$ cat src/rtl/regfile_mp_scoreboard.sv
// -----------------------------------------------------------------------------
// regfile_mp_scoreboard
//   Multi-port integer register file with a per-register busy scoreboard for
//   the pipelined RISC-V core. Decode reads operands and issues destinations.
//   Write-back retires results. The hazard unit consumes the busy flags.
//
// Ports
//   clk       rising-edge clock
//   rst       asynchronous, active-low reset
//   rd_addr   NRD read addresses, port j at [j*AW +: AW]
//   rd_data   NRD read data (combinational), port j at [j*XLEN +: XLEN]
//   rd_busy   NRD busy flags of the addressed source registers
//   wr_en     NWR write enables (higher index = higher priority)
//   wr_addr   NWR write addresses
//   wr_data   NWR write data
//   iss_en    issue strobe: mark iss_addr busy
//   iss_addr  destination register of the issued instruction
//   busy_vec  full scoreboard, bit r = register r busy
// -----------------------------------------------------------------------------
module regfile_mp_scoreboard #(
  parameter int XLEN   = 32,
  parameter int NREG   = 32,
  parameter int AW     = $clog2(NREG),
  parameter int NRD    = 2,
  parameter int NWR    = 2,
  parameter int BYPASS = 1
) (
  input  logic                clk,
  input  logic                rst,
  input  logic [NRD*AW-1:0]   rd_addr,
  output logic [NRD*XLEN-1:0] rd_data,
  output logic [NRD-1:0]      rd_busy,
  input  logic [NWR-1:0]      wr_en,
  input  logic [NWR*AW-1:0]   wr_addr,
  input  logic [NWR*XLEN-1:0] wr_data,
  input  logic                iss_en,
  input  logic [AW-1:0]       iss_addr,
  output logic [NREG-1:0]     busy_vec
);

  logic [NREG-1:0][XLEN-1:0] regs, regs_nxt;
  logic [NREG-1:0]           busy, busy_nxt;

  // Next state of the array and scoreboard. Ports are walked in ascending
  // order so the highest-index enabled port overrides lower ones.
  always_comb begin : next_state
    // NOTE: every variable assigned in always_comb gets a default first, so no
    // path leaves it unassigned and no latch is inferred.
    regs_nxt = regs;
    busy_nxt = busy;
    for (int i = 0; i < NWR; i++) begin
      if (wr_en[i]) begin
        // NOTE: blocking assignments in combinational logic; later loop
        // iterations see and override earlier ones within the same evaluation.
        regs_nxt[wr_addr[i*AW +: AW]] = wr_data[i*XLEN +: XLEN];
        busy_nxt[wr_addr[i*AW +: AW]] = 1'b0;
      end
    end
    // Issue is applied after write-back so a same-edge issue keeps the
    // register busy: the new producer is still outstanding.
    if (iss_en) busy_nxt[iss_addr] = 1'b1;
    // Register 0 is hard-wired: writes and issues to it are simply dropped.
    regs_nxt[0] = '0;
    busy_nxt[0] = 1'b0;
  end

  // NOTE: the register array is reset here. The core relies on
  // architecturally zeroed registers after reset, so the storage must be
  // flops rather than a RAM macro.
  always_ff @(posedge clk or negedge rst) begin
    if (!rst) begin
      regs <= '0;
      busy <= '0;
    end else begin
      // NOTE: non-blocking assignments for all sequential state.
      regs <= regs_nxt;
      busy <= busy_nxt;
    end
  end

  // Combinational read ports with optional write-to-read forwarding.
  always_comb begin : read_ports
    rd_data = '0;
    rd_busy = '0;
    for (int j = 0; j < NRD; j++) begin
      rd_data[j*XLEN +: XLEN] = regs[rd_addr[j*AW +: AW]];
      rd_busy[j]              = busy[rd_addr[j*AW +: AW]];
      if (BYPASS != 0) begin
        // Forwarded value is the one about to be written, so the source is
        // no longer waiting on its producer.
        for (int i = 0; i < NWR; i++) begin
          if (wr_en[i] && (wr_addr[i*AW +: AW] == rd_addr[j*AW +: AW])) begin
            rd_data[j*XLEN +: XLEN] = wr_data[i*XLEN +: XLEN];
            rd_busy[j]              = 1'b0;
          end
        end
      end
      // Address 0 and reset force zero; this also blocks forwarded data
      // from leaking out while reset is held.
      if (!rst || (rd_addr[j*AW +: AW] == '0)) begin
        rd_data[j*XLEN +: XLEN] = '0;
        rd_busy[j]              = 1'b0;
      end
    end
  end

  assign busy_vec = busy;

endmodule
$ cat config.mk
export PLATFORM = sky130hd
export DESIGN_NAME = regfile_mp_scoreboard
export DESIGN_NICKNAME = d
export VERILOG_FILES = /design/src/rtl/regfile_mp_scoreboard.sv
export SDC_FILE = /design/constraint.sdc
export NUM_CORES = 2
export LEC_CHECK = 0
export BUFFER_PORTS_ARGS = -buffer_cell sky130_fd_sc_hd__buf_2
export CAP_MARGIN = 20
export CORE_MARGIN = 10
export CORE_UTILIZATION = 55
export CTS_CLUSTER_DIAMETER = 50
export CTS_CLUSTER_SIZE = 20
export DETAILED_ROUTE_END_ITERATION = 10
export PLACE_DENSITY = 0.71
export SLEW_MARGIN = 20
export SYNTH_ARGS = -nofsm -noshare
export SYNTH_HDL_FRONTEND = slang
export SYNTH_SLANG_ARGS = --single-unit
$ cat constraint.sdc
create_clock -name clk -period 3.7 [get_ports clk]
set_input_delay 0.555 -clock clk [delete_from_list [all_inputs] [get_ports clk]]
set_output_delay 0.555 -clock clk [all_outputs]
set_load 0.01 [all_outputs]
==> results.yml <==
worst_setup_path:
  critical_path.endpoint_type: "primary output"
  path_max_fanout: 23
  r2r_setup_slack_ps: 2820
  cp.arrival_ps: 3180
  required_ps: 3140
  crit_type: "in2out"
  reg2reg_depth: 2
  r2r-start: "regs[998]"
  r2r-end: "regs[998]"
  worstSetupStartpointType: "input pin"
timing:
  finalWorstSetupSlack_ps: -37.3
  worst_pin_slew_ps: 1310
  slew_violations: 0
  grt_setup_unrepaired: "false"
  setup_tns_ps: -87.1
  period_needed_ps: 3740
  setup_viol: 3
  finClkSkew_ps: 0
  holdWs_ps: -49.1
  slew_headroom_pct: 12.9
  fmax_mhz: 268
  hold_viol_final: 11
  fin_crit_sh_pct: 101
die:
  fp.dieArea_sq_um: 134000
  start_util_pct: 55.2
  rows: 127
  dieWidth_microns: 366
  die_h_microns: 366
  pin_count: 192
  coreArea_sq_um: 119000
yosys:
  synth_cell_type_count: 63
  synth_nets: 6966
  synthArstFlopShare_pct: 100
  synth_cells: 6872
  synth_edf_count: 0
  ys_ff_latch: 1023
  netlist_area_sq_um: 66000
  avgSynthCellArea_sq_um: 9.60
  synth_ff_type: "dfrtp_1"
  ys_seq_area_share_pct: 38.8
  ys.warnings.count: 0
clocking:
  cts.path.max_buffers: 3
  numClockSinks: 1023
  tritoncts: "done"
  cts-buffers-inserted: 118
  clk_latency_ps: 760
  htreeDepth: 3
  cts-root-buf: "clkbuf_16"
  cts_setup_buffers: 0
  clk_pin_slew_worst_paths_ps: 70
  cts_hold_buf: 0
routing:
  drcViolationCount: 3
  totalWireLength_mm: 283
  ant_nets: 0
  num_vias: 61108
  firstDrtPassIters: 11
  dr.first_iter.drc_count: 10791
  routedWlPerCell_microns: 33.5
  avgViaCountPerCell: 7.24
power:
  power_density_nw_per_um2: 543
  p_leak_nw: 30.7
  vdd_drop_max_mv: 0.442
  p_total_mw: 39.9
global_route:
  overflow: 0
  grt.total_usage_pct: 40.4
  antenna_found_initial: 42
  grt_pass1_wl_mm: 404
  grt_pass1_vias: 57920
  grt_max_degree: 151
job:
  maxCapViolCount: 0
placed_design:
  place_ws_ps: -56.6
  numPortBuffers: 190
  gp_congestion: 1.01
  hpwlAfterDp_mm: 178
run_status:
  status: "finished with violations"
  violations: "design-rule violations, negative hold slack, negative setup slack"
final_layout:
  utilization_pct: 61.6
  fillers: 9832
  area_growth_pct: 11.5
  layout-drive-gt1-share_pct: 19.8
  fin_nets: 6797
min_path:
  hold_class: "in2async"
-- cells in the mapped netlist (all sizes together) (2+ instances only) --
cell type,n,area (sq um)
and3b,8,70.1
o311ai,31,272
o2bb2ai,31,272
mux2i,928,9290
nand3b,5,37.5
a22oi,86,646
mux4,370,8330
xnor2,4,35.0
nor3,17,85.1
a211oi,67,573
a21oi,917,4590
nor2,926,3520
a221oi,43,564
clkbuf,534,2010
dfrtp,1023,25600
mux2,67,754
nand3,5,30.0
or2,3,18.8
or3b,4,35.0
buf,299,1760
a31oi,32,200
xor2,16,148
o22ai,41,257
a32o,6,60.1
nand2b,5,31.3
nand2,579,2170
nor3b,9,82.6
inv,70,263
nor4,4,40.0
nor2b,25,156
o32ai,11,96.3
a22o,71,622
and2,33,209
o21ai,565,2830
a31o,2,17.5
and3,8,50.1
o221a,10,113
a211o,10,87.6
-- layout make-up --
class                   instances  area (sq um)  share of cell area (%)
diodes                         28          70.1                  0.0953
clock buffers                 123          3020                    4.11
clock inverters                95          1180                    1.61
inverters                      70           263                   0.357
multi-input cells            4946         36900                    50.1
flip-flops and latches       1023         25600                    34.8
well taps                    1612          2020                    2.74
repair buffers                544          4540                    6.17
-- cells in the final DEF, fill, tap and decap left out, types with 31 or more instances in the layout --
cell type  count
dfrtp_1     1023
buf_4        286
nor2_4        33
nor2_1       893
a211oi_1      51
a22oi_1       86
buf_12        69
a31oi_1       31
a21oi_1      917
nand2_1      547
mux2_2        67
buf_2        182
inv_1         69
a22o_1        71
o2bb2ai_1     31
o21ai_0      557
clkbuf_16    119
mux4_2       370
o22ai_1       41
mux2i_1      928
-- power by group --
part           switching [mW]  total [mW]  internal, mW
Combinational            5.11        10.2          5.12
Clock                    5.70        12.9          7.24
Sequential               2.67        16.8          14.1
-- kinds of logic (layout without fill, tap and decap cells) --
kind of cell              Yosys count  in the layout  synth area share, %
buffers and inverters             903            832                 6.10
AOI/OAI and AO/OA                1925           1925                 17.0
muxes                            1365           1365                 27.9
DFF                              1023           1023                 38.8
and+or+nand+nor                  1635           1635                 9.96
xor gates and xnor gates           20             20                0.277
other                               1             29              0.00568
-- metrics by stage --
stage	instances	cell area, sq um
2_1_floorplan	6872	66000
3_3_place_gp	8195	69300
3_5_place_dp	8195	69300
4_1_cts	8413	73500
5_1_grt	8422	73500
6_report	8441	73600
-- flip-flops by register name, indices dropped and copies added, names as in the netlist --
name / flops
regs: 992
busy_vec: 31
-- worst max-delay path by stage --
stage               startpoint     endpoint  slack [ps]
finish              rd_addr[0]   rd_data[0]         -40
detailed placement  rd_addr[0]  rd_data[17]         -60
CTS                 rd_addr[5]  rd_data[63]          80
floorplan           rd_addr[2]   rd_data[0]         960
global route         regs[947]  rd_data[19]          20
global placement    rd_addr[0]  rd_data[17]         -30
-- critical path: stages --
cell	delay, ps
buf_8	330
buf_12	250
buf_4	240
mux2i_1	100
o22ai_1	190
a211oi_1	70
o311ai_0	650
o2bb2ai_1	460
buf_2	270
-- layer usage --
metal	GRT usage, %	routed length [microns]	vias up
met1	50.3	96800	29397
met5	0	149	-
met2	56.1	115000	5719
met4	31.0	26900	22
met3	15.9	44000	1604
li1	-	-	24366
-- timing repair --
| item | CTS | global route |
|---|---|---|
| endpoints found under the setup margin | 2 | 3 |
| cloned | 0 | 0 |
| gates resized for setup | 2 | 3 |
Power figures use the tool's default switching activity.
